--- config.mk ---
export PLATFORM = sky130hd
export DESIGN_NAME = ifetch
export DESIGN_NICKNAME = d
export VERILOG_FILES = /design/src/rtl/ifetch.sv
export SDC_FILE = /design/constraint.sdc
export NUM_CORES = 1
export LEC_CHECK = 0
export ABC_AREA = 1
export BUFFER_PORTS_ARGS = -buffer_cell sky130_fd_sc_hd__buf_2
export CAP_MARGIN = 30
export CORE_MARGIN = 3
export CORE_UTILIZATION = 45
export CTS_CLUSTER_SIZE = 30
export DETAILED_ROUTE_END_ITERATION = 16
export HOLD_SLACK_MARGIN = 0.08
export PLACE_DENSITY = 0.76
export SLEW_MARGIN = 20
export SYNTH_ARGS = -nofsm -noshare
export SYNTH_HDL_FRONTEND = slang
export SYNTH_SLANG_ARGS = --single-unit
export TNS_END_PERCENT = 1
--- constraint.sdc ---
create_clock -name clk -period 5.7 [get_ports clk]
set_input_delay 0.285 -clock clk [delete_from_list [all_inputs] [get_ports clk]]
set_output_delay 0.285 -clock clk [all_outputs]
set_load 0.1 [all_outputs]
--- src/rtl/ifetch.sv ---
// ----------------------------------------------------------------------------
// ifetch -- instruction fetch stage
//
// Owns the program counter and drives a synchronous instruction RAM that has a
// one-cycle read latency. A two-entry buffer absorbs that latency and presents
// a valid/ready instruction stream to decode. A branch redirect from decode
// squashes every wrong-path fetch and resumes fetching at the target.
//
// Parameters
//   RESET_PC       byte address fetched first after reset (bits [1:0] = 0)
//
// Ports
//   clk            clock, all state updates on the rising edge
//   reset          asynchronous, active-high reset
//   imem_addr      byte address to instruction RAM (RAM uses [31:2])
//   imem_rdata     RAM read data, valid the cycle after imem_addr
//   dec_instr      instruction at buffer head (zero when empty)
//   dec_pc         byte address of dec_instr (zero when empty)
//   dec_valid      buffer head holds a valid instruction
//   dec_ready      decode accepts the head this cycle
//   link_addr      dec_pc + 4, return address for branch-with-link
//   br_taken       single-cycle redirect request from decode
//   br_target      redirect byte address, [1:0] forced to 0
//
// Optional build macro IFETCH_PERF_EN adds:
//   perf_fetched   count of instructions popped by decode (wraps)
//   perf_squashed  count of buffered + in-flight fetches discarded by redirects
// ----------------------------------------------------------------------------
module ifetch #(
   parameter logic [31:0] RESET_PC = 32'h0000_0000
) (
   input  logic        clk,
   input  logic        reset,
   output logic [31:0] imem_addr,
   input  logic [31:0] imem_rdata,
   output logic [31:0] dec_instr,
   output logic [31:0] dec_pc,
   output logic        dec_valid,
   input  logic        dec_ready,
   output logic [31:0] link_addr,
   input  logic        br_taken,
   input  logic [31:0] br_target
`ifdef IFETCH_PERF_EN
   ,
   output logic [31:0] perf_fetched,
   output logic [31:0] perf_squashed
`endif
);

   logic [31:0] fetch_pc_q, fetch_pc_d;
   logic        inflight_q, inflight_d;
   logic [31:0] inflight_pc_q, inflight_pc_d;
   logic [1:0]  count_q, count_d;
   logic [31:0] instr0_q, instr0_d, instr1_q, instr1_d;
   logic [31:0] pc0_q, pc0_d, pc1_q, pc1_d;

   logic        pop;
   logic        push;
   logic        issue;
   logic [2:0]  occ;        // entries that will still be owed a slot after this edge
   logic [1:0]  count_tmp;

   assign imem_addr = fetch_pc_q;
   assign dec_valid = (count_q != 2'd0);
   assign dec_instr = dec_valid ? instr0_q : 32'h0;
   assign dec_pc    = dec_valid ? pc0_q    : 32'h0;
   assign link_addr = dec_pc + 32'd4;

   always_comb begin
      pop   = dec_valid && dec_ready;
      // Credit rule: buffered + in-flight - leaving must stay below 2 to issue,
      // so a returning word always has a slot. pop implies count_q >= 1, so no
      // underflow.
      occ   = {1'b0, count_q} + {2'b00, inflight_q} - {2'b00, pop};
      issue = (occ < 3'd2) && !br_taken;
      push  = inflight_q && !br_taken;

      instr0_d      = instr0_q;
      instr1_d      = instr1_q;
      pc0_d         = pc0_q;
      pc1_d         = pc1_q;
      inflight_pc_d = inflight_pc_q;
      fetch_pc_d    = fetch_pc_q;
      inflight_d    = 1'b0;
      count_tmp     = count_q;

      // Pop shifts entry 1 into the head, then the push lands in the first
      // free slot of the post-pop buffer.
      if (pop) begin
         instr0_d  = instr1_q;
         pc0_d     = pc1_q;
         count_tmp = count_q - 2'd1;
      end
      if (push) begin
         if (count_tmp == 2'd0) begin
            instr0_d = imem_rdata;
            pc0_d    = inflight_pc_q;
         end else begin
            instr1_d = imem_rdata;
            pc1_d    = inflight_pc_q;
         end
         count_tmp = count_tmp + 2'd1;
      end

      // A redirect keeps the popped branch but drops everything behind it,
      // including the word returning from RAM this edge.
      count_d = br_taken ? 2'd0 : count_tmp;

      if (br_taken) begin
         fetch_pc_d = br_target & ~32'd3;
      end else if (issue) begin
         inflight_d    = 1'b1;
         inflight_pc_d = fetch_pc_q;
         fetch_pc_d    = fetch_pc_q + 32'd4;
      end
   end

   always_ff @(posedge clk or posedge reset) begin
      if (reset) begin
         fetch_pc_q <= RESET_PC;
         inflight_q <= 1'b0;
         count_q    <= 2'd0;
      end else begin
         fetch_pc_q <= fetch_pc_d;
         inflight_q <= inflight_d;
         count_q    <= count_d;
      end
   end

   // Payload registers need no reset: outputs are masked while count is 0.
   always_ff @(posedge clk) begin
      inflight_pc_q <= inflight_pc_d;
      instr0_q      <= instr0_d;
      instr1_q      <= instr1_d;
      pc0_q         <= pc0_d;
      pc1_q         <= pc1_d;
   end

`ifdef IFETCH_PERF_EN
   logic [31:0] perf_fetched_q, perf_squashed_q;

   always_ff @(posedge clk or posedge reset) begin
      if (reset) begin
         perf_fetched_q  <= 32'h0;
         perf_squashed_q <= 32'h0;
      end else begin
         perf_fetched_q <= perf_fetched_q + {31'h0, pop};
         // occ is exactly what a redirect throws away: survivors of the pop
         // plus the in-flight return.
         if (br_taken) begin
            perf_squashed_q <= perf_squashed_q + {29'h0, occ};
         end
      end
   end

   assign perf_fetched  = perf_fetched_q;
   assign perf_squashed = perf_squashed_q;
`endif

endmodule

== Yosys cells after proc, flatten, opt, wreduce, memory -nomap -nowiden ==
Cells that the tools add are included.

* Register bits: 195
* Input port bits: 68
* Output and inout bits: 129
* Logic and storage cells: 41

* Add/sub/neg operators: 6
* $lt $le $gt $ge: 1
* Multiplexer cells: 15
* Bitwise operators: 2
* Reductions and logical operators: 9

{| class="wikitable"
|+ Operators by type and width
! cell !! number
|-
| two-way mux 32 bit || 10
|-
| adder 32 x 3 -> 32 bit (second input constant) || 2
|-
| two-way mux 2 bit || 3
|-
| AND reduction 2 bit || 2
|-
| nonzero test 2 bit || 2
|-
| adder 2 x 1 -> 3 bit || 1
|-
| logical AND 1 bit || 3
|-
| < comparator 3 x 2 -> 1 bit (second input constant) || 1
|-
| subtractor 3 x 1 -> 3 bit || 1
|-
| adder 2 x 1 -> 2 bit (second input constant) || 1
|-
| zero test 2 bit || 1
|-
| two-way mux 1 bit || 2
|-
| inverter 1 bit || 2
|-
| subtractor 2 x 1 -> 2 bit (second input constant) || 1
|-
| zero test 1 bit || 1
|}

== Longest topological paths before layout ==
* Depth in word-level cells: 7
* Mapped depth: 20
* Depth with buffers taken out: 18

== Worst setup path after synthesis ==
OpenSTA, ideal clock, no wires.

* Kind: register to output
* Start: register count_q[1]
* End: output link_addr[16]
* Arrival: 6125 ps
* Required time: 5415 ps
* Path slack: -710 ps
* Stages on the path, launching flop included: 13
* Path buffers: 2
* Path through: dfrtp_1 -> inv_1 -> ha_1 -> buf_6 -> inv_4 -> clkbuf_1 -> nand2_1 -> inv_1 -> ha_1 -> nand3_4 -> nor2_4 -> nand3_2 -> xnor2_1

* Longest elaborated chain between the ends: 3

{| class="wikitable"
|+ Ends and longest elaborated chain
! what !! line !! text
|-
| from (decl) || 53 || <nowiki>logic [1:0] count_q, count_d;</nowiki>
|-
| from (signal assigned) || 126 || <nowiki>count_q <= count_d;</nowiki>
|-
| nonzero test 2 bit || 64 || <nowiki>assign dec_valid = (count_q != 2'd0);</nowiki>
|-
| via dec_valid || 38 || <nowiki>output logic dec_valid,</nowiki>
|-
| two-way mux 32 bit || 66 || <nowiki>assign dec_pc = dec_valid ? pc0_q : 32'h0;</nowiki>
|-
| via dec_pc[2] || 37 || <nowiki>output logic [31:0] dec_pc,</nowiki>
|-
| adder 32 x 3 -> 32 bit || 67 || <nowiki>assign link_addr = dec_pc + 32'd4;</nowiki>
|-
| to (decl) || 40 || <nowiki>output logic [31:0] link_addr,</nowiki>
|}

The timed path passes the listed nets, and every way through them passes these cells.

== Worst setup path in the final report ==
* Start: register count_q[1]
* End: output link_addr[31]

* Longest elaborated chain between the ends: 3

{| class="wikitable"
|+ Ends and longest elaborated chain
! what !! line
|-
| nonzero test 2 bit || 64
|-
| two-way mux 32 bit || 66
|-
| adder 32 x 3 -> 32 bit || 67
|}

No other way between the ends.

==> metrics.log <==
[metrics] result of the run: completed
[metrics] post-CTS clock slew at the launch and capture registers of the worst setup and hold paths: 0.07 ns
[metrics] Slew Viols, Final: 0
[metrics] met2 GRT Util: 34.7%
[metrics] total overflow reported by the global router: 0
[metrics] Max clock buf depth: 2
[metrics] row count: 51
[metrics] Gate Count Post-Synth: 1144
[metrics] final hold violation count: 0
[metrics] detailed-routing iteration count for the pre-antenna-repair pass: 5
[metrics] Worst-Margin Slew: 0.888 ns
[metrics] shortest clock period the worst path allows after layout: 3.61 ns
[metrics] violation count after the first detailed-routing iteration: 562
[metrics] cell area after technology mapping: 9280 um^2
[metrics] area inside the core boundary: 19800 um^2
[metrics] type of origin of the critical path: flop
[metrics] number of DRC violations after detailed routing: 0
[metrics] total global routing track utilization: 21.3%
[metrics] required time at the endpoint of the critical path: 5.41 ns
[metrics] Ys Warns: 0
[metrics] ratio of routed vias to standard cells: 4.82
[metrics] count of cell types in the netlist: 37
[metrics] Worst Skew: 0.00932 ns
[metrics] clock buffers created by TritonCTS: 17
[metrics] wire length per cell: 14.5 um
[metrics] share of the cycle needed by the critical path after routing: 63.3%
[metrics] area grow syn2layout: 24.1%
[metrics] top-area cell type share of the netlist area: 29.8%
[metrics] total setup buffers inserted after CTS: 0
[metrics] unrepaired setup endpoints after global routing: false
[metrics] height of the chip: 150 um
[metrics] post-detailed-placement half-perimeter wirelength: 16900 um
[metrics] TritonCTS clock tree: built
[metrics] antenna violations before repair: 0
[metrics] antenna-violating nets left: 0
[metrics] cells taking the most area after synthesis: sky130_fd_sc_hd__edfxtp_1 (30%), sky130_fd_sc_hd__nand2_1 (14%), sky130_fd_sc_hd__dfxtp_1 (14%)
[metrics] number of register bits inferred by synthesis: 189
[metrics] via count of the first global-routing pass: 7483
[metrics] max-cap violation count: 0
[metrics] worst setup path class: flop to output pin
[metrics] met3 routing resource usage after global routing: 4.72%
[metrics] Initial Util: 46.8%
[metrics] Routability Congestion: 0.899
[metrics] Critical Path AT: 3.32 ns
[metrics] depth of the CTS H-tree: 4
[metrics] via count of the routed design: 7906
[metrics] post-route non-filler standard cell count: 1641
[metrics] placed instance count: 1567
[metrics] most used cells in the layout excluding fill and tap cells: sky130_fd_sc_hd__nand2_1 (354), sky130_fd_sc_hd__buf_2 (192), sky130_fd_sc_hd__o21ai_0 (134)
[metrics] proportion of layout cells with a drive suffix above 1: 21.0%
[metrics] post-placement worst setup slack: 2.12 ns
[metrics] largest fanout on the critical path: 45
[metrics] final setup violation count: 0
[metrics] final WL: 23900 um
[metrics] class of the tightest hold or removal check: input pin to flop
[metrics] global-route layer with the greatest usage: met2
[metrics] part of the Yosys area used for sequential elements: 52.5%
[metrics] latest clock arrival within the worst-skew pair: 0.43 ns
[metrics] horizontal die dimension: 150 um
[metrics] setup slack of the critical path after layout: 2.09 ns
[metrics] overall die area: 22400 um^2
[metrics] synthesized area per cell: 8.11 um^2
[metrics] Final Core Density: 58.1%
[metrics] most common cell after layout, fill and taps aside: sky130_fd_sc_hd__nand2_1
[metrics] Max transition margin: 40.8%
[metrics] clock sinks: 189
[metrics] Net count, final: 1436
[metrics] post-synth top area cell: sky130_fd_sc_hd__edfxtp_1
[metrics] pin count of the biggest net entering global routing: 63
[metrics] global-route wire length before repair: 37900 um
[metrics] Critical Path Sink Type: output pin
[metrics] number of buffers inserted by port buffering: 192
[metrics] Highest Clock Rate: 277 MHz
[metrics] GRT met1 Usage: 29.2%
[metrics] antenna cells: 0
[metrics] IO Count: 197
[metrics] root buffer cell: sky130_fd_sc_hd__clkbuf_16
==> worst paths after layout <==
check	slack [ns]	startpoint	cells past startpoint	end
max in group asynchronous	4.88	reset	4	imem_addr[25]$_DFFE_PP0P_
worst max-delay path	2.09	count_q[1]$_DFF_PP0_	12	link_addr[31]
worst max register to register	2.17	count_q[1]$_DFF_PP0_	15	imem_addr[14]$_DFFE_PP0P_
min in group asynchronous	0.50	reset	4	imem_addr[6]$_DFFE_PP0P_
worst min-delay path	0.1	br_target[9]	3	imem_addr[9]$_DFFE_PP0P_
worst min register to register	0.44	pc0_q[1]$_DFF_P_	2	pc0_q[1]$_DFF_P_
==> critical path, cell delays in order, from the launching register on <==
cell                      delay (ns)
sky130_fd_sc_hd__dfrtp_1        0.42
sky130_fd_sc_hd__inv_1          0.12
sky130_fd_sc_hd__ha_4           0.18
sky130_fd_sc_hd__buf_4          0.33
sky130_fd_sc_hd__buf_12         0.27
sky130_fd_sc_hd__nor2_2         0.31
sky130_fd_sc_hd__nand2_1        0.16
sky130_fd_sc_hd__nor2_2         0.23
sky130_fd_sc_hd__nand2_1        0.13
sky130_fd_sc_hd__nor2_2         0.15
sky130_fd_sc_hd__nand3_1        0.08
sky130_fd_sc_hd__nand2_1        0.06
sky130_fd_sc_hd__buf_2          0.42
==> registers in the layout (all words and copies together) (netlist names) <==
name	cells
instr0_q	32
pc0_q	32
imem_addr	30
inflight_q	1
inflight_pc_q	30
instr1_q	32
pc1_q	30
count_q	2
==> per-stage QoR <==
| step | cell area (um^2) | hold WS (ns) | setup TNS, ns |
|---|---|---|---|
| 6_report | 11500 | 0.0985 | 0 |
| 5_1_grt | 11500 | 0.108 | 0 |
| 4_1_cts | 11500 | 0.0834 | 0 |
| 3_5_place_dp | 10500 | 0.409 | 0 |
| 3_3_place_gp | 10400 | 0.411 | 0 |
| 2_1_floorplan | 9310 | 0.384 | -3.04 |
==> per-layer routing <==
metal | wire, um | vias to the layer above
met5 | 0 | -
met3 | 1630 | 18
li1 | - | 4087
met1 | 10900 | 3526
met4 | 267 | 0
met2 | 11100 | 275
==> synth_stat cells <==
master,instances
sky130_fd_sc_hd__nand2_1,354
sky130_fd_sc_hd__o21ai_0,134
sky130_fd_sc_hd__nor2_1,128
sky130_fd_sc_hd__inv_1,123
sky130_fd_sc_hd__edfxtp_1,92
sky130_fd_sc_hd__dfxtp_1,64
sky130_fd_sc_hd__nand3_1,52
sky130_fd_sc_hd__dfrtp_1,33
sky130_fd_sc_hd__nor2_2,22
sky130_fd_sc_hd__buf_2,21
sky130_fd_sc_hd__clkbuf_1,18
sky130_fd_sc_hd__xor2_1,15
sky130_fd_sc_hd__nor2_4,10
sky130_fd_sc_hd__a31oi_1,7
sky130_fd_sc_hd__nand2_2,7
sky130_fd_sc_hd__nand3b_1,7
sky130_fd_sc_hd__xnor2_1,7
sky130_fd_sc_hd__nand4_1,6
sky130_fd_sc_hd__a21oi_1,5
sky130_fd_sc_hd__o211ai_1,5
sky130_fd_sc_hd__o21bai_1,5
sky130_fd_sc_hd__buf_4,4
sky130_fd_sc_hd__ha_1,4
sky130_fd_sc_hd__nor2_8,4
sky130_fd_sc_hd__and2_1,3
sky130_fd_sc_hd__buf_6,2
sky130_fd_sc_hd__inv_2,2
sky130_fd_sc_hd__a22oi_1,1
sky130_fd_sc_hd__buf_12,1
sky130_fd_sc_hd__conb_1,1
sky130_fd_sc_hd__fa_1,1
sky130_fd_sc_hd__inv_4,1
sky130_fd_sc_hd__nand3_2,1
sky130_fd_sc_hd__nand3_4,1
sky130_fd_sc_hd__nand4_2,1
sky130_fd_sc_hd__nor3_1,1
sky130_fd_sc_hd__o21ai_1,1
==> final cells by class <==
type	count	area (um^2)
timing repair buffer	245	1520
fill	1781	8320
tap	265	332
sequential	189	4870
inverter	126	475
multi-input combinational	784	3740
clock inverter	15	154
clock buffer	17	425
==> cell families (layout without fill, tap and decap cells) <==
kind of cell               Yosys count  in the layout  share of synthesized area (%)
adders and majority gates            5              5                          0.755
buffers and inverters              172            403                           7.76
and+or+nand+nor                    597            597                           28.0
xor gates and xnor gates            22             22                           2.08
AOI/OAI and AO/OA                  158            158                           8.91
other                                1              2                         0.0404
DFF                                189            189                           52.5
==> what timing repair did <==
action | in CTS | in global routing
endpoints found under the setup margin | 0 | 0
resized for setup | 0 | 0
hold buffers | 42 | 0
endpoints found under the hold margin | 102 | 0
Power is not shown: default switching activity piles up to over one toggle a cycle in this logic, so the estimate is an artifact.
